$ cat src/rtl/ldr_adc_pkg.sv
// Shared constants and state type for the LDR ADC SPI responder.
package ldr_adc_pkg;

  localparam int FRAME_BITS      = 16;
  localparam int LEAD_ZEROS      = 4;
  localparam int ADDR_FIRST_EDGE = 3;
  localparam int ADDR_BITS       = 3;
  localparam int CNT_W           = $clog2(FRAME_BITS);

  typedef enum logic {
    IDLE  = 1'b0,
    SHIFT = 1'b1
  } state_e;

  // Frame layout: leading zeros followed by the sample, MSB first.
  function automatic logic [FRAME_BITS-1:0] frame_word(
    input logic [FRAME_BITS-LEAD_ZEROS-1:0] sample
  );
    return {{LEAD_ZEROS{1'b0}}, sample};
  endfunction

endpackage

$ cat src/rtl/ldr_adc_responder_sync_edge_det.sv
// Multi-flop synchronizer with rise/fall strobes taken from the last two
// registered stages, so a strobe is one clk_sys wide and glitch-free.
module sync_edge_det #(
  parameter int   STAGES  = 2,
  parameter logic RST_VAL = 1'b1
) (
  input  logic clk_sys,
  input  logic rst_b,
  input  logic d,
  output logic rise,
  output logic fall
);

  logic [STAGES-1:0] chain;
  logic              last;

  always_ff @(posedge clk_sys or negedge rst_b) begin
    if (!rst_b) begin
      chain <= {STAGES{RST_VAL}};
      last  <= RST_VAL;
    end else begin
      chain <= {chain[STAGES-2:0], d};
      last  <= chain[STAGES-1];
    end
  end

  assign rise = chain[STAGES-1] & ~last;
  assign fall = ~chain[STAGES-1] & last;

endmodule

$ cat src/rtl/ldr_adc_responder.sv
// SPI responder emulating the 8-channel 12-bit LDR ADC; all SPI pins are
// oversampled in the clk_clk domain.
//
// state | meaning
// IDLE  | cs_n high, dout held at 0, waiting for cs_n fall
// SHIFT | frame in progress, shifting on synced sclk edges
module ldr_adc_responder
  import ldr_adc_pkg::*;
#(
  parameter int DATA_W      = 12,
  parameter int NUM_CH      = 8,
  parameter int SYNC_STAGES = 2
) (
  input  logic                     clk_clk,
  input  logic                     reset_reset_n,
  input  logic                     adc_sclk,
  input  logic                     adc_cs_n,
  input  logic                     adc_din,
  output logic                     adc_dout,
  input  logic [NUM_CH*DATA_W-1:0] ch_data_i,
  output logic [ADDR_BITS-1:0]     cur_ch_o,
  output logic                     frame_done_o,
  output logic                     frame_err_o
);

  localparam logic [CNT_W-1:0] LAST_CNT = CNT_W'(FRAME_BITS - 1);
  localparam logic [CNT_W-1:0] ADDR_LO  = CNT_W'(ADDR_FIRST_EDGE);
  localparam logic [CNT_W-1:0] ADDR_HI  = CNT_W'(ADDR_FIRST_EDGE + ADDR_BITS - 1);

  logic sclk_rise, sclk_fall, cs_rise, cs_fall;
  logic [SYNC_STAGES-1:0] din_sync;
  logic                   din_s;

  state_e state, state_nxt;

  logic [CNT_W-1:0]      bit_cnt;
  logic [CNT_W-1:0]      edge_idx;
  logic [FRAME_BITS-1:0] shreg;
  logic [ADDR_BITS-1:0]  addr_next;

  logic load_first, abort, rise_ev, fall_ev, frame_end, addr_cap;

  logic [DATA_W-1:0] ch_arr [NUM_CH];

  for (genvar k = 0; k < NUM_CH; k++) begin : g_ch
    assign ch_arr[k] = ch_data_i[k*DATA_W +: DATA_W];
  end

  // sclk and cs_n idle high, so their synchronizers reset high to avoid a
  // phantom fall right after reset release.
  sync_edge_det #(.STAGES(SYNC_STAGES), .RST_VAL(1'b1)) u_sclk_sync (
    .clk_sys (clk_clk),
    .rst_b   (reset_reset_n),
    .d       (adc_sclk),
    .rise    (sclk_rise),
    .fall    (sclk_fall)
  );

  sync_edge_det #(.STAGES(SYNC_STAGES), .RST_VAL(1'b1)) u_cs_sync (
    .clk_sys (clk_clk),
    .rst_b   (reset_reset_n),
    .d       (adc_cs_n),
    .rise    (cs_rise),
    .fall    (cs_fall)
  );

  always_ff @(posedge clk_clk or negedge reset_reset_n) begin
    if (!reset_reset_n) din_sync <= '0;
    else                din_sync <= {din_sync[SYNC_STAGES-2:0], adc_din};
  end

  assign din_s = din_sync[SYNC_STAGES-1];

  always_ff @(posedge clk_clk or negedge reset_reset_n) begin
    if (!reset_reset_n) state <= IDLE;
    else                state <= state_nxt;
  end

  always_comb begin
    state_nxt = state;
    case (state)
      IDLE:    if (cs_fall) state_nxt = SHIFT;
      SHIFT:   if (cs_rise) state_nxt = IDLE;
      default: state_nxt = IDLE;
    endcase
  end

  // A cs_n rise masks any sclk edge arriving in the same cycle.
  always_comb begin
    load_first = 1'b0;
    abort      = 1'b0;
    rise_ev    = 1'b0;
    fall_ev    = 1'b0;
    case (state)
      IDLE:  load_first = cs_fall;
      SHIFT: begin
        abort   = cs_rise;
        rise_ev = sclk_rise & ~cs_rise;
        fall_ev = sclk_fall & ~cs_rise;
      end
      default: ;
    endcase
  end

  assign edge_idx  = bit_cnt + CNT_W'(1);
  assign frame_end = rise_ev & (bit_cnt == LAST_CNT);
  assign addr_cap  = rise_ev & (edge_idx >= ADDR_LO) & (edge_idx <= ADDR_HI);

  always_ff @(posedge clk_clk or negedge reset_reset_n) begin
    if (!reset_reset_n) begin
      adc_dout     <= 1'b0;
      cur_ch_o     <= '0;
      frame_done_o <= 1'b0;
      frame_err_o  <= 1'b0;
      bit_cnt      <= '0;
      shreg        <= '0;
      addr_next    <= '0;
    end else begin
      frame_done_o <= 1'b0;
      frame_err_o  <= 1'b0;
      if (load_first) begin
        shreg    <= frame_word(ch_arr[cur_ch_o]);
        bit_cnt  <= '0;
        adc_dout <= 1'b0;
      end else if (abort) begin
        adc_dout    <= 1'b0;
        bit_cnt     <= '0;
        frame_err_o <= (bit_cnt != '0);
      end else begin
        if (rise_ev) begin
          if (addr_cap) addr_next <= {addr_next[ADDR_BITS-2:0], din_s};
          if (frame_end) begin
            cur_ch_o     <= addr_next;
            frame_done_o <= 1'b1;
            shreg        <= frame_word(ch_arr[addr_next]);
            bit_cnt      <= '0;
          end else begin
            bit_cnt <= edge_idx;
          end
        end
        if (fall_ev) adc_dout <= shreg[LAST_CNT - bit_cnt];
      end
    end
  end

endmodule

$ cat config.mk
export PLATFORM = sky130hd
export DESIGN_NAME = ldr_adc_responder
export DESIGN_NICKNAME = d
export VERILOG_FILES = /design/src/rtl/ldr_adc_pkg.sv /design/src/rtl/ldr_adc_responder_sync_edge_det.sv /design/src/rtl/ldr_adc_responder.sv
export SDC_FILE = /design/constraint.sdc
export NUM_CORES = 1
export LEC_CHECK = 0
export CORE_ASPECT_RATIO = 1.5
export CORE_MARGIN = 2
export CORE_UTILIZATION = 25
export DETAILED_ROUTE_END_ITERATION = 10
export GPL_TIMING_DRIVEN = 0
export SYNTH_ARGS = -nofsm -noshare
export SYNTH_HDL_FRONTEND = slang
export SYNTH_HIERARCHICAL = 1
export SYNTH_SLANG_ARGS = --single-unit
$ cat constraint.sdc
create_clock -name clk_clk -period 2.1 [get_ports clk_clk]
set_input_delay 0.21 -clock clk_clk [delete_from_list [all_inputs] [get_ports clk_clk]]
set_output_delay 0.21 -clock clk_clk [all_outputs]
set_load 0.02 [all_outputs]
-- Word-level counts from Yosys, hierarchy flattened
Cells that the tools add are included.
W data, S select, Z words.
- register bits after elaboration: 38
- input bits: 101
- output and inout bits: 6
- word-level logic and storage cells: 81
- add/subtract/negate cells: 2
- magnitude comparators: 5
- equality and inequality tests: 2
- muxes and demuxes: 32
- bitwise gates (word level): 19
- reduce and logical (&&, ||, !) cells: 8
- operators with widths (operator ; number):
    $bmux W12 S3 ; 2
    $mux W16 ; 4
    $mux W12 ; 4
    $mux W1 ; 16
    $mux W4 ; 4
    $and A1 B1 Y1 ; 9
    $ge A4 B4 Y1 const B ; 2
    $not A1 Y1 ; 8
    $not A3 Y4 ; 2
    $reduce_and A4 Y1 ; 2
    $reduce_bool A3 Y1 ; 2
    $lt A4 B5 Y1 const B ; 1
    $add A4 B1 Y4 const B ; 1
    $bmux W1 S4 ; 1
    $eq A4 B4 Y1 const B ; 1
    $ge A4 B2 Y1 const B ; 1
    $le A4 B3 Y1 const B ; 1
    $reduce_bool A2 Y1 ; 2
    $reduce_bool A4 Y1 ; 1
    $sub A4 B4 Y4 const A ; 1
    $reduce_and A3 Y1 ; 1
    $ne A2 B2 Y1 const B ; 1
    $pmux W1 S2 ; 1

-- Logic depth before layout (Yosys ltp)
- word-level depth: 10
- depth in mapped cells: 7
- gate-level depth less buffers: 6

-- Hierarchy
Netlist, hierarchy kept.
- by module, submodules not included (module ; instances ; cells an instance ; area an instance (µm²) ; seq. area each (µm²)):
    ldr_adc_responder ; 1 ; 222 ; 2832.7 ; 700.7
    sync_edge_det ; 2 ; 5 ; 93.8 ; 78.8

-- Least setup slack after synthesis
Ideal clock, no wire load.
- path type: register -> register
- start point: register cur_ch_o[0]
- end point: register shreg[3]
- library setup time: 0.128 ns
- data arrival time: 1.671 ns
- required time: 1.972 ns
- setup slack: 0.301 ns
- cell stages (with the launch flop): 6
- buffers on the path: 2
- period minus slack after synthesis: 1.799 ns
- path through: dfrtp_1 buf_4 buf_2 mux4_2 mux2i_1 o22ai_1
- cells in the longest elaborated chain, start to end: 5
- ends and longest elaborated chain (what ; RTL line ; source):
    from (decl) ; ldr_adc_responder.sv:21 ; output logic [ADDR_BITS-1:0] cur_ch_o,
    from (signal assigned) ; ldr_adc_responder.sv:133 ; cur_ch_o <= addr_next;
    $not A3 Y4 (implied by the code) ; ldr_adc_responder.sv:122 ; shreg <= frame_word(ch_arr[cur_ch_o]);
    $bmux W12 S3 ; ldr_adc_responder.sv:122 ;
    $mux W12 (implied by the code) (2 in a row) ; ldr_adc_responder.sv:122 ;
    $mux W16 ; ldr_adc_responder.sv:121 ; if (load_first) begin
    to (signal assigned) ; ldr_adc_responder.sv:122 ;
    to (signal assigned) ; ldr_adc_responder.sv:135 ; shreg <= frame_word(ch_arr[addr_next]);
    to (decl) ; ldr_adc_responder.sv:38 ; logic [FRAME_BITS-1:0] shreg;
No other way between the ends. The select of a mux whose other input is x is not followed.
A chain may end at the register's enable or synchronous reset.

-- Worst setup path after layout
- start point: register cur_ch_o[2]
- end point: register shreg[1]
Same word-level chain as after synthesis.

==> metrics.yaml <==
syn_area_per_cell_um2: 13.0
drt-initial-drc-count: 146
area_delta_synth_final_pct: 47.8
synth.area.top_cells: "mux4_2 (25%), dfrtp_1 (23%), mux4_1 (15%)"
worst_pin_slew_ns: 0.838
critPathRequiredTime_ns: 2.26
syn_area_mm2: 0.00302
grt_max_degree: 35
end_kind: "register"
rsz0062_at_grt: "false"
slowest_delay_ns: 0.55
die_area_mm2: 0.0130
clk_path_buf_depth: 2
start_util_pct: 25.4
nets: 451
drv_cap: 0
fmax_ghz: 0.512
vias: 2587
dp_hpwl_um: 7760
antenna_cells: 0
netlist_instances: 232
p_leak_nw: 1.65
setup_viol: 0
grt_pass1_vias: 2967
layout_common_cells: "clkdlybuf4s50_1 (105), mux4_2 (34), dfrtp_1 (28)"
critPathMaxFanout: 10
die_y_um: 139
final_hold_viol_count: 0
final_common_cell: "clkdlybuf4s50_1"
p_per_area_mw_per_mm2: 498
dpl_worst_slack_ns: -0.296
seq_area_frac_synth_pct: 28.4
overflow: 0
cts_tree: "built"
grt_pass1_wl_um: 15400
vias_per_cell: 5.16
ios: 107
fin_area_mm2: 0.00447
io_buffers: 106
ant_nets: 0
yosys.area.top_type: "mux4_2"
placed_cell_area_mm2: 0.00427
grtUsageTotal_pct: 15.4
outcome: "completed"
core.rowCount: 49
yosysWarnings: 6
skew_ns: 0.00409
ys_types: 32
gp_congestion: 0.781
synth_top_area_share_pct: 25.4
synth_nets: 336
fill_cells: 1186
cts.sinks: 34
crit_path_top_delay_cell: "buf_1"
setup_ws_ns: 0.147
peakVddDrop_mv: 0.325
setup.worst_path.class: "reg -> reg"
die_x_um: 93.7
cts-root-buf: "clkbuf_16"
drive_gt1_share_pct: 23.3
cts-hold-fix-buffers: 0
drc_errors: 0
wl_per_cell_um: 19.7
period_minus_slack_ns: 1.95
clk_pin_slew_ns: 0.06
fin_crit_sh_pct: 93.0
fp.coreArea_mm2: 0.0119
cts_max_level: 2
hp-class: "in -> async"
firstDrtPassIters: 4
worstPathCellList: "clkbuf_2, buf_1, mux4_2, mux2i_1, o22ai_1"
worstSkewPairLatency_ns: 0.28
ys_seq_elements: 34
cp_data_arrival_time_ns: 2.11
slew_headroom_pct: 44.1
startpoint_type: "register"
drt_wl_total_um: 9860
hold_ws_ns: 0.0205
antenna_found_initial: 0
cts_buffers: 5
drv_slew: 0
[metal layers]
layer	routed length, um	global-route usage, %	up-vias	share of wire [%]
met5	0	0	-	0
met4	161	5.34	0	1.6
met3	410	2.83	12	4.2
met2	5900	30.3	92	60
met1	3390	15.5	1309	34
li1	-	-	1174	-
[Yosys cell counts, drive strengths merged]
cell / instances
a21oi: 2
a22oi: 1
nand3b: 2
mux2: 7
and3: 12
inv: 3
a22o: 1
o21ai: 15
dfrtp: 28
nor3: 1
nor3b: 1
o22ai: 15
mux4: 51
xor2: 1
and2b: 2
nor2: 4
mux2i: 13
nor2b: 2
nand2b: 14
nand3: 2
buf: 16
ha: 3
dfstp: 6
o31ai: 1
clkbuf: 8
nand2: 21
[through the flow]
| step | utilization (%) | std cells | TNS, ns | total power [mW] |
|---|---|---|---|---|
| 4_1_cts | 37.3 | 499 | -0.0000207 | 2.24 |
| 3_3_place_gp | 35.9 | 491 | -2.93 | 1.38 |
| 5_1_grt | 37.5 | 501 | 0 | 2.32 |
| 6_report | 37.5 | 501 | 0 | 2.22 |
| 3_5_place_dp | 35.9 | 491 | -3.59 | 1.39 |
| 2_1_floorplan | - | 232 | 0 | 1.08 |
[kinds of logic (layout without fill, tap and decap cells)]
family | after synthesis | count (layout) | share of synthesized area [%]
XOR/XNOR | 1 | 1 | 0.290
AND/OR/NAND/NOR | 61 | 61 | 10.7
flip-flops | 34 | 34 | 28.4
multiplexers | 71 | 71 | 47.1
buffers and inverters | 27 | 143 | 5.55
adder cells (fa/ha/maj) | 3 | 3 | 1.24
AO/OA/AOI/OAI | 35 | 35 | 6.71
[flip-flops by register name, summed over array words and instances (netlist names), 2 cells and up]
| register | count |
|---|---|
| u_cs_sync/chain | 2 |
| cur_ch_o | 3 |
| addr_next | 3 |
| u_sclk_sync/chain | 2 |
| shreg | 12 |
| din_sync | 2 |
| bit_cnt | 4 |
[final cells by class]
type	count	area, um2	share of cell area [%]
plain buffers	24	159	3.56
clock buffers	5	125	2.80
clock inverters	3	40.0	0.897
inverters	3	11.3	0.252
multi-input cells	171	2010	45.0
flip-flops and latches	34	858	19.2
well taps	153	191	4.29
repair buffers	108	1070	24.0
[path summary, 6_finish.rpt]
check | start | to | slack [ns] | cells past startpoint
min in group clk_clk | adc_sclk | u_sclk_sync/chain[0] | 0.34 | 1
max in group asynchronous | reset_reset_n | shreg[2] | 1.56 | 1
worst min register to register | u_sclk_sync/chain[0] | u_sclk_sync/chain[1] | 0.36 | 0
worst min-delay path | reset_reset_n | frame_done_o | 0.02 | 1
worst max-delay path | cur_ch_o[2] | shreg[1] | 0.15 | 5
worst max register to register | cur_ch_o[2] | shreg[1] | 0.15 | 5
[power breakdown]
part	switching [mW]	total [mW]	internal [mW]	leakage, nW
combinational	0.226	0.590	0.365	1.14
clock	0.288	0.843	0.555	0.0836
sequential	0.0494	0.792	0.742	0.427
[repair_timing]
item / CTS / global route
resized for setup: 3 / 3
setup endpoints to repair: 16 / 18
buffers inserted: 0 / 2
pin swaps: 1 / 1
[worst max-delay path, delay by kind of cell, from the launching register on]
family,cells,cell delay [ns]
compound gates,1,0.12
flops,1,0.33
mux,2,0.60
buf+inv,2,0.78
Power figures use the tool's default switching activity.
==> RTL edit, RTL diff (same flow settings) <==
Make the reset (`reset_reset_n` and `rst_b`) synchronous in 4 clocked blocks.
--- a/src/rtl/ldr_adc_responder_sync_edge_det.sv
+++ b/src/rtl/ldr_adc_responder_sync_edge_det.sv
@@ -15,5 +15,5 @@
   logic              last;
 
-  always_ff @(posedge clk_sys or negedge rst_b) begin
+  always_ff @(posedge clk_sys) begin
     if (!rst_b) begin
       chain <= {STAGES{RST_VAL}};
--- a/src/rtl/ldr_adc_responder.sv
+++ b/src/rtl/ldr_adc_responder.sv
@@ -65,5 +65,5 @@
   );
 
-  always_ff @(posedge clk_clk or negedge reset_reset_n) begin
+  always_ff @(posedge clk_clk) begin
     if (!reset_reset_n) din_sync <= '0;
     else                din_sync <= {din_sync[SYNC_STAGES-2:0], adc_din};
@@ -72,5 +72,5 @@
   assign din_s = din_sync[SYNC_STAGES-1];
 
-  always_ff @(posedge clk_clk or negedge reset_reset_n) begin
+  always_ff @(posedge clk_clk) begin
     if (!reset_reset_n) state <= IDLE;
     else                state <= state_nxt;
@@ -107,5 +107,5 @@
   assign addr_cap  = rise_ev & (edge_idx >= ADDR_LO) & (edge_idx <= ADDR_HI);
 
-  always_ff @(posedge clk_clk or negedge reset_reset_n) begin
+  always_ff @(posedge clk_clk) begin
     if (!reset_reset_n) begin
       adc_dout     <= 1'b0;
Check against the original RTL: differs if reset_reset_n is asserted again (counterexample within 10 cycles, from zero or initial values and one cycle with reset_reset_n low); with reset_reset_n held inactive, the same outputs for 10 cycles.
==> RTL edit against the unedited design <==
Design area is 2.7% lower; power is 20% lower; first-iteration DRC count is 41% lower; sequential cell count stayed put; clock power is 13% lower; wire length is 9.1% lower; final cell count is 1.0% higher; worst setup slack better by 67 ps; area after synthesis is 2.7% lower; critical path type unchanged; largest cell class unchanged.
==> RTL edit: results (changes against the unedited design) <==
async_reset_ff_frac: 0  # was 1.00
grt_use_total: 0.146  # was 0.154
globalplace.congestion: 0.763  # was 0.781
netlist_top_cells_count: "mux4_2 (42), dfxtp_1 (34), a211oi_1 (17)"  # was mux4_2 (34), dfrtp_1 (28), nand2_1 (21), mux4_1 (17)
worst_slew_margin_rel: 0.656  # was 0.441
synthesis.area_per_instance_um2: 12.2  # was 13.0 um^2
numPlacedInstances: 498  # was 491
clock_skew_ps: 4.66  # was 4.09 ps
wl_met1_um: 3250  # was 3390 um
max_stage_delay_ps: 460  # was 550 ps
dr_total_vias: 2581  # was 2,587
dpl.hpwl_um: 7410  # was 7760 um
number_of_h_tree_branching_levels: 2  # unchanged
reg2regPathDepth: 6  # was 5
worstReg2RegEnd: "shreg[3]"  # was shreg[1]
worst_path_dominant_cell_family: "compound AO/OA/AOI/OAI gates"  # was buffers and inverters
netlist_top_cells_area: "mux4_2 (32%), dfxtp_1 (23%), mux4_1 (7.1%)"  # was mux4_2 (25%), dfrtp_1 (23%), mux4_1 (15%)
p_leak_nw: 1.40  # was 1.65 nW
largest_net_degree_at_the_start_of_global_routing: 14  # was 35
vdd_ir_drop_max_uv: 291  # was 325 uV
cp_data_arrival_time_ps: 2070  # was 2110 ps
grt_first_pass_wirelength_um: 14200  # was 15,400 um
worstHoldPathType: "reg -> reg"  # was in -> async
reg2reg_slack_ps: 210  # was 150 ps
dr.first_iter.drc_count: 86  # was 146
power.switching_uw: 380  # was 563 uW
worst_setup_path_startpoint: "bit_cnt[0]"  # was cur_ch_o[2]
sequential_fraction_of_the_synthesis_area: 0.231  # was 0.284
detailroute.wirelength.met3_um: 332  # was 410 um
wl_met2_um: 5240  # was 5900 um
filler_cell_count: 1082  # was 1,186
critPathSlowestCell: "dfxtp_1"  # was buf_1
nets: 460  # was 451
first_global_vias: 2820  # was 2,967
wl_um: 8960  # was 9860 um
synth_top_area_share: 0.322  # was 0.254
netlist-cell-type-count: 34  # was 32
per_cell_via_count_in_the_routed_design: 5.10  # was 5.16
result_of_the_run: "finished clean"  # unchanged
final_layout_size_suffix_gt1_frac: 0.222  # was 0.233
-- RTL edit: changes by cell type in the layout (fill, tap and decap cells not counted), sizes merged, moves of 6 or more --
cell | unedited run | this run
dfxtp | 0 | 34
dfstp | 6 | 0
and3 | 12 | 1
mux2 | 7 | 0
nand2 | 21 | 13
nand2b | 14 | 7
a211oi | 0 | 24
dfrtp | 28 | 0
o22ai | 15 | 0
nor2b | 2 | 16
-- RTL edit: area by class of cell --
type / instances / share of cell area
repair buffers: 106 / 0.244
clock buffers: 6 / 0.0320
inverters: 4 / 0.00346
clock inverters: 2 / 0.00288
well taps: 150 / 0.0432
flip-flops and latches: 34 / 0.157
multi-input cells: 181 / 0.481
plain buffers: 23 / 0.0363
-- RTL edit: power groups by stage --
stage | sequential (mW) | clock (mW) | combinational [mW]
6_report | 0.677 | 0.737 | 0.357
4_1_cts | 0.677 | 0.738 | 0.359
2_1_floorplan | 0.685 | 0 | 0.126
5_1_grt | 0.679 | 0.780 | 0.384
3_5_place_dp | 0.691 | 0 | 0.358
3_3_place_gp | 0.690 | 0 | 0.350
-- RTL edit: how the worst min path moves through the flow --
stage	start	slack [ps]	end
final	u_sclk_sync/chain[0]	410	u_sclk_sync/chain[1]
after global routing	u_cs_sync/chain[0]	440	u_cs_sync/chain[1]
after CTS	u_sclk_sync/chain[0]	420	u_sclk_sync/chain[1]
after detailed placement	u_sclk_sync/chain[0]	400	u_sclk_sync/chain[1]
after global placement	u_cs_sync/chain[0]	400	u_cs_sync/chain[1]
after floorplan	reset_reset_n	280	u_cs_sync/chain[0]
-- RTL edit: what timing repair did --
| action | CTS | global route |
|---|---|---|
| endpoints found under the setup margin | 0 | 10 |
| gates resized for setup | 0 | 3 |
| hold endpoints to repair | 0 | 0 |
-- RTL edit: metrics by stage --
stage | utilization | area (um^2) | hold slack (ps) | setup slack (ps)
floorplan | - | 2940 | 283 | 367
global placement | 0.365 | 4190 | 397 | 153
detailed placement | 0.365 | 4190 | 399 | 63.1
CTS | 0.378 | 4340 | 415 | 43.2
global route | 0.379 | 4340 | 437 | 22.1
finish | 0.379 | 4340 | 409 | 213
-- RTL edit: metal layers --
layer,GRT usage,vias up
li1,-,1215
met1,0.148,1280
met2,0.298,77
met3,0.0231,9
met4,0.0439,0
met5,0,-
-- RTL edit: cells by family after synthesis --
family	share of synthesized area
mux	0.456
compound gates	0.131
simple gates	0.100
flops	0.231
buf+inv	0.0583
fa+ha+maj	0.0170
xor+xnor	0.00596
-- RTL edit: worst reg2reg max path: stages, from the launching register on --
cell and delay, ps:
dfxtp_1 460, ha_2 290, nand3_1 180, o21ai_1 240, clkbuf_2 230, o21ai_0 120
a211oi_1 270
